--- src/rtl/uart_tx_arb.sv ---
// Round-robin arbiter sharing one uart_tx byte transmitter between P_NUM_REQ requesters.
// Owners stay locked until a byte flagged last completes; busy-rise has a watchdog.
module uart_tx_arb #(
  parameter int P_NUM_REQ = 4,
  parameter int P_BUSY_TO = 8
) (
  input  logic                   clk,
  input  logic                   rstn,
  input  logic [P_NUM_REQ-1:0]   i_req_vld,
  input  logic [8*P_NUM_REQ-1:0] i_req_dat,
  input  logic [P_NUM_REQ-1:0]   i_req_last,
  output logic [P_NUM_REQ-1:0]   o_req_rdy,
  output logic                   o_tx_vld,
  output logic [7:0]             o_tx_dat,
  input  logic                   i_tx_busy,
  output logic [P_NUM_REQ-1:0]   o_grant,
  output logic                   o_err
);
  localparam int IW = (P_NUM_REQ > 1) ? $clog2(P_NUM_REQ) : 1;
  localparam int SW = IW + 1;
  localparam logic [1:0] ST_IDLE      = 2'd0;
  localparam logic [1:0] ST_ISSUE     = 2'd1;
  localparam logic [1:0] ST_WAIT_BUSY = 2'd2;
  localparam logic [1:0] ST_WAIT_DONE = 2'd3;
  localparam logic [7:0] WD_LAST      = 8'(P_BUSY_TO - 1);

  logic [P_NUM_REQ-1:0][7:0] req_dat;
  for (genvar gi = 0; gi < P_NUM_REQ; gi++) begin : g_unpack
    assign req_dat[gi] = i_req_dat[8*gi +: 8];
  end

  logic [1:0]           state_q, state_d;
  logic [IW-1:0]        ptr_q, ptr_d, own_q, own_d;
  logic                 lock_q, lock_d, last_q, last_d;
  logic [7:0]           wd_q, wd_d, wd_inc;
  logic [P_NUM_REQ-1:0] rdy_q, rdy_d, grant_q, grant_d;
  logic                 tx_vld_q, tx_vld_d, err_q, err_d;
  logic [7:0]           tx_dat_q, tx_dat_d;

  // Rotating search: first valid requester at or above the pointer, wrapping.
  logic          sel_found;
  logic [IW-1:0] sel_idx;
  logic [SW-1:0] sum;
  always_comb begin
    sel_found = 1'b0;
    sel_idx   = '0;
    sum       = '0;
    for (int i = 0; i < P_NUM_REQ; i++) begin
      sum = {1'b0, ptr_q} + SW'(i);
      if (sum >= SW'(P_NUM_REQ)) sum = sum - SW'(P_NUM_REQ);
      if (!sel_found && i_req_vld[sum[IW-1:0]]) begin
        sel_found = 1'b1;
        sel_idx   = sum[IW-1:0];
      end
    end
  end

  // While locked only the owner may be taken; others are starved.
  logic          take;
  logic [IW-1:0] take_idx;
  always_comb begin
    take     = 1'b0;
    take_idx = own_q;
    if (state_q == ST_IDLE) begin
      if (lock_q) begin
        take = i_req_vld[own_q];
      end else if (sel_found) begin
        take     = 1'b1;
        take_idx = sel_idx;
      end
    end
  end

  logic [IW-1:0] own_nxt;
  assign own_nxt = (own_q == IW'(P_NUM_REQ - 1)) ? '0 : own_q + IW'(1);
  assign wd_inc  = wd_q + 8'd1;

  always_comb begin
    state_d  = state_q;
    ptr_d    = ptr_q;
    own_d    = own_q;
    lock_d   = lock_q;
    last_d   = last_q;
    wd_d     = wd_q;
    rdy_d    = '0;
    tx_vld_d = 1'b0;
    tx_dat_d = tx_dat_q;
    grant_d  = grant_q;
    err_d    = 1'b0;
    case (state_q)
      ST_IDLE: begin
        if (take) begin
          own_d             = take_idx;
          last_d            = i_req_last[take_idx];
          tx_vld_d          = 1'b1;
          tx_dat_d          = req_dat[take_idx];
          rdy_d[take_idx]   = 1'b1;
          grant_d           = '0;
          grant_d[take_idx] = 1'b1;
          state_d           = ST_ISSUE;
        end
      end
      ST_ISSUE: begin
        wd_d    = '0;
        state_d = ST_WAIT_BUSY;
      end
      ST_WAIT_BUSY: begin
        if (i_tx_busy) begin
          state_d = ST_WAIT_DONE;
        end else if (wd_inc == WD_LAST) begin
          err_d   = 1'b1;
          lock_d  = 1'b0;
          grant_d = '0;
          ptr_d   = own_nxt;
          state_d = ST_IDLE;
        end else begin
          wd_d = wd_inc;
        end
      end
      ST_WAIT_DONE: begin
        if (!i_tx_busy) begin
          state_d = ST_IDLE;
          if (last_q) begin
            lock_d  = 1'b0;
            grant_d = '0;
            ptr_d   = own_nxt;
          end else begin
            lock_d = 1'b1;
          end
        end
      end
      default: state_d = ST_IDLE;
    endcase
  end

  always_ff @(posedge clk) begin
    if (rstn) begin
      state_q  <= ST_IDLE;
      ptr_q    <= '0;
      own_q    <= '0;
      lock_q   <= 1'b0;
      last_q   <= 1'b0;
      wd_q     <= '0;
      rdy_q    <= '0;
      tx_vld_q <= 1'b0;
      tx_dat_q <= 8'h00;
      grant_q  <= '0;
      err_q    <= 1'b0;
    end else begin
      state_q  <= state_d;
      ptr_q    <= ptr_d;
      own_q    <= own_d;
      lock_q   <= lock_d;
      last_q   <= last_d;
      wd_q     <= wd_d;
      rdy_q    <= rdy_d;
      tx_vld_q <= tx_vld_d;
      tx_dat_q <= tx_dat_d;
      grant_q  <= grant_d;
      err_q    <= err_d;
    end
  end

  assign o_req_rdy = rdy_q;
  assign o_tx_vld  = tx_vld_q;
  assign o_tx_dat  = tx_dat_q;
  assign o_grant   = grant_q;
  assign o_err     = err_q;
endmodule
--- config.mk ---
export PLATFORM = sky130hd
export DESIGN_NAME = uart_tx_arb
export DESIGN_NICKNAME = d
export VERILOG_FILES = /design/src/rtl/uart_tx_arb.sv
export SDC_FILE = /design/constraint.sdc
export NUM_CORES = 1
export LEC_CHECK = 0
export BUFFER_PORTS_ARGS = -buffer_cell sky130_fd_sc_hd__buf_2
export CORE_MARGIN = 5
export CORE_UTILIZATION = 51
export CTS_CLUSTER_DIAMETER = 30
export DETAILED_ROUTE_END_ITERATION = 12
export GPL_TIMING_DRIVEN = 0
export PLACE_DENSITY_LB_ADDON = 0.1
export SLEW_MARGIN = 5
export SYNTH_ARGS = -nofsm -noshare
export SYNTH_HDL_FRONTEND = slang
export SYNTH_SLANG_ARGS = --single-unit
--- constraint.sdc ---
create_clock -name clk -period 2.6 [get_ports clk]
set_input_delay 0.13 -clock clk [delete_from_list [all_inputs] [get_ports clk]]
set_output_delay 0.13 -clock clk [all_outputs]
set_load 0.005 [all_outputs]
== Yosys cells after proc, flatten, opt, wreduce, memory -nomap -nowiden ==
Index checks and enable logic that the tools add are counted.
Widths: inputs -> output; s select.

* Equal/unequal tests: 12
* Bitwise logic cells: 3
* Magnitude comparators: 11
* Multiplexer cells: 61
* Add/sub/neg operators: 9
* Reduce and logical (&&, ||, !) cells: 20

{| class="wikitable"
|+ Operator list
! kind !! number
|-
| $mux 2 || 20
|-
| $mux 8 || 3
|-
| $mux 1 || 20
|-
| $mux 4 || 5
|-
| $lt 2x3->1 const B || 6
|-
| $bmux 8 s2 || 1
|-
| $pmux 8 s2 || 1
|-
| $bmux 1 s2 || 6
|-
| $ne 2x2->1 const B || 6
|-
| $pmux 4 s3 || 1
|-
| $ge 3x3->1 const B || 3
|-
| $add 8x1->8 const B || 1
|-
| $eq 8x3->1 const B || 1
|-
| $pmux 2 s4 || 1
|-
| $sub 2x1->2 const B || 4
|-
| $add 2x2->3 const B || 2
|-
| $eq 2x2->1 const B || 3
|-
| $reduce_and 3->1 || 2
|-
| $reduce_and 6->1 || 1
|-
| $reduce_or 3->1 || 2
|-
| $reduce_and 5->1 || 1
|-
| $logic_and 1x1->1 || 4
|-
| $pmux 2 s2 || 1
|-
| $reduce_and 4->1 || 1
|-
| 15 further kinds || 20
|}

* Word-level logic and storage cells: 127
* Input port bits: 43
* Register bits: 34

== Logic depth before layout (Yosys ltp) ==
* Depth in word-level cells: 23
* Depth in mapped cells: 7

== Least setup slack after synthesis ==
OpenSTA, ideal clock, no wires.

* Path kind: flip-flop to flip-flop
* Start: register state_q[1]
* End: register tx_dat_q[3], in the netlist o_tx_dat[3]
* Arrival: 1,825 ps
* Stages on the path, launching flop included: 8
* Library setup time: 117 ps
* Slack: 657 ps
* Path buffers: 2
* Path through: dfxtp_1 -> buf_6 -> o41a_1 -> a41oi_4 -> buf_6 -> mux2i_1 -> nand2_1 -> a32o_1

* Cells in the longest elaborated chain, start to end: 4
* Elaborated cells between the ends (all ways): 6
* Classes of those cells: 4 x mux; 2 x reduce/logical

{| class="wikitable"
|+ RTL lines
! what !! RTL line !! text
|-
| from (decl) || 32 || <nowiki>logic [1:0] state_q, state_d;</nowiki>
|-
| from (signal assigned) || 150 || <nowiki>state_q <= state_d;</nowiki>
|-
| $logic_not 2->1 (*) || 64, 90 ||
|-
| $mux 2 || 64 || <nowiki>if (state_q == ST_IDLE) begin</nowiki>
|-
| $bmux 8 s2 || 96 || <nowiki>tx_dat_d = req_dat[take_idx];</nowiki>
|-
| $mux 8 (not written as such) || 96 ||
|-
| to (signal assigned) || 158 || <nowiki>tx_dat_q <= tx_dat_d;</nowiki>
|-
| to (decl) || 38 || <nowiki>logic [7:0] tx_dat_q, tx_dat_d;</nowiki>
|}

Mark *: on every way between the ends. The rest lies on a longest branch, timed or not. The select of a mux whose other input is x is not followed.
A chain may end at the register's enable or synchronous reset.

== Worst setup path in the final report ==
* Start: register wd_q[0]
* End: register grant_q[3], in the netlist o_grant[3]

* Cells in the longest elaborated chain, start to end: 4

{| class="wikitable"
|+ RTL lines
! what !! RTL line !! text
|-
| from (decl) || 35 || <nowiki>logic [7:0] wd_q, wd_d, wd_inc;</nowiki>
|-
| from (signal assigned) || 155 || <nowiki>wd_q <= wd_d;</nowiki>
|-
| $add 8x1->8 || 76 || <nowiki>assign wd_inc = wd_q + 8'd1;</nowiki>
|-
| $eq 8x3->1 || 110 || <nowiki>end else if (wd_inc == WD_LAST) begin</nowiki>
|-
| $ne 2x2->1 (no line) || -- ||
|-
| $reduce_and 6->1 (no line) || -- ||
|-
| to (signal assigned) || 159 || <nowiki>grant_q <= grant_d;</nowiki>
|-
| to (decl) || 36 || <nowiki>logic [P_NUM_REQ-1:0] rdy_q, rdy_d, grant_q, grant_d;</nowiki>
|}

No other way between the ends.

==> impl_metrics.yaml <==
synthesis:
  ys_seq_elements: 34
  synth_top_cell_area_share_pct: 35.4
  synth_edf_count: 0
  synth_top_area_cell: "dfxtp_1"
  muxShareOfSynthArea_pct: 12.6
  syn_area_per_cell_um2: 9.11
  yosysSeqAreaShare_pct: 35.4
  synth_async_sr_flop_share_pct: 0
  synth_top_family_by_area: "simple AND/OR/NAND/NOR gates"
  synthCells: 211
  synth-simple-area-share_pct: 23.6
  ys_types: 48
  ys.flop_type: "dfxtp_1"
  synth_area_leaders: "dfxtp_1 (35%), mux2i_1 (11%), nand2_1 (5.5%)"
  synthAdderAreaFrac_pct: 1.95
  synthXorXnorAreaFrac_pct: 0.911
  ys_warn_count: 0
  synth_compound_area_share_pct: 20.0
  synth_nets: 257
  netlist_area_um2: 1920
die:
  core-area_um2: 3660
  die_x_um: 71.4
  io_pins: 61
  core.rowCount: 22
  start_util_pct: 52.5
  die_area_um2: 5100
  die_h_um: 71.4
cts:
  path_clk_slew_ns: 0.07
  cts_sinks: 34
  ctsResizeCount: 0
  cts_max_level: 2
  cts_root_buf: "clkbuf_8"
  post-cts-setup-buffer-count: 0
  tritoncts: "yes"
  hold_buffers: 0
  cts_made_buffers: 5
  clock_latency_ns: 0.28
  clk_path_buf_depth: 2
sta:
  fmax_mhz: 463
  tightest_slew_ns: 0.621
  slew_viol_final: 0
  fin_skew_ns: 0.00597
  maxSlewHeadroom_pct: 58.6
  tns_ns: 0
  period_needed_ns: 2.16
  setup_viol: 0
  fin_crit_sh_pct: 83.1
  rsz0062_at_grt: "no"
  hold_viol_final: 0
  holdWs_ns: 0.129
placed_design:
  hpwlAfterDp_um: 3290
  io_buffers: 59
  place_congestion: 0.847
worst_setup_path:
  crit_path_start_kind: "flip-flop"
  crit_fanout: 6
  crit_path_end_kind: "flip-flop"
  path_class: "flip-flop to flip-flop"
  cp.required_ns: 2.78
  worstPathArrival_ns: 2.34
power:
  seqPwrFrac_pct: 36.7
  power_leakage_nw: 1.09
  swShare_pct: 27.5
  p_int_w: 0.00122
  ir_worst_vdd_mv: 0.427
  clock_power_share_pct: 35.9
  p_switching_w: 0.000462
  combinationalPowerShare_pct: 27.4
  power_density_nw_per_um2: 694
  power_w: 0.00168
finish:
  layout.nets: 323
  area_growth_pct: 25.9
  final_common_cell: "buf_2"
  drive_gt1_share_pct: 31.7
  final_cell_mix: "buf_2 (62), dfxtp_1 (34), nand2_1 (28)"
  n_fill_cell: 311
  final_core_util_pct: 66.1
  antenna_cells: 0
routing:
  ant_nets: 0
  drt-wirelength-per-cell_um: 13.5
  via_per_inst: 5.53
  first_pass_iters: 4
  drt_iter0_markers: 186
  routed_wl_um: 4400
  drcViolationCount: 0
  vias: 1802
worst_hold_path:
  holdCritPathClass: "primary input to flip-flop"
run_status:
  status: "finished clean"
global_routing:
  grt_usage_pct: 18.4
  grt-ovfl-total: 0
  antenna_found_initial: 0
  grt_first_pass_wirelength_um: 7670
  grt_pass1_vias: 1789
  grt_max_degree: 12
flow_run:
  max_cap_viol_count: 0
metrics by stage:
step	setup WS (ns)	instances	instance area, µm²
2_1_floorplan	0.657	211	1920
3_3_place_gp	0.498	318	2280
3_5_place_dp	0.498	318	2280
4_1_cts	0.444	326	2420
5_1_grt	0.297	326	2420
6_report	0.440	326	2420
metal layers:
layer	vias to the layer above	routed length [µm]	global-route usage, %
met4	0	37	4.59
met3	7	312	6.45
met1	840	1940	22.3
li1	906	-	-
met2	49	2110	31.0
met5	-	0	0
kinds of logic (layout without fill, tap and decap cells):
family	after synthesis	after routing
AOI/OAI and AO/OA	45	45
xor gates and xnor gates	2	2
adders and majority gates	3	3
buffers and inverters	19	86
DFF	34	34
muxes	23	23
and+or+nand+nor	85	85
Yosys cell counts (all sizes together), types with 3 or more instances:
| library cell | number |
|---|---|
| a21o | 3 |
| a21oi | 8 |
| a31oi | 5 |
| a32o | 9 |
| and3 | 4 |
| buf | 7 |
| clkbuf | 6 |
| dfxtp | 34 |
| ha | 3 |
| inv | 6 |
| mux2i | 22 |
| nand2 | 29 |
| nand2b | 5 |
| nand3 | 4 |
| nor2 | 15 |
| nor2b | 4 |
| nor4 | 3 |
| o21ai | 5 |
| o31ai | 3 |
| or2 | 4 |
| or4 | 3 |
cell type report:
cell class                      instances  area [µm²]  area share, %
Buffer                                 13        82.6           3.41
Clock buffer                            6        82.6           3.41
Clock inverter                          2        60.1           2.48
Inverter                                6        22.5          0.930
Multi-Input combinational cell        158        1140           47.0
Sequential cell                        34         681           28.1
Tap cell                               48        60.1           2.48
Timing Repair Buffer                   59         295           12.2
critical path: stages (launching register included):
cell and delay [ns]:
dfxtp_1 0.36, ha_1 0.25, a311oi_1 0.31, a31oi_1 0.07
and4bb_2 0.36, nand2_1 0.15, o211a_1 0.31, a2bb2o_4 0.23
flip-flops by register name (all words and copies together) (netlist names):
name,cells
o_grant,4
wd_q,8
o_tx_dat,8
ptr_q,2
o_tx_vld,1
last_q,1
o_req_rdy,4
lock_q,1
own_q,2
state_q,2
o_err,1
final timing paths:
kind	start	endpoint	slack, ns	cells after the start
worst max-delay path	wd_q[0]	o_grant[3]	0.44	7
worst min-delay path	i_tx_busy	state_q[0]	0.13	3
worst max register to register	wd_q[0]	o_grant[3]	0.44	7
worst min register to register	o_grant[1]	o_grant[1]	0.46	1
power groups by stage:
stage	Combinational, W	Clock, W	Sequential [W]
after global routing	0.000515	0.000643	0.000624
final	0.000461	0.000603	0.000617
after CTS	0.000469	0.000610	0.000617
after detailed placement	0.000468	0	0.000627
after floorplan	0.000321	0	0.000629
after global placement	0.000467	0	0.000627
No activity file was read; power rests on OpenSTA's default activity.
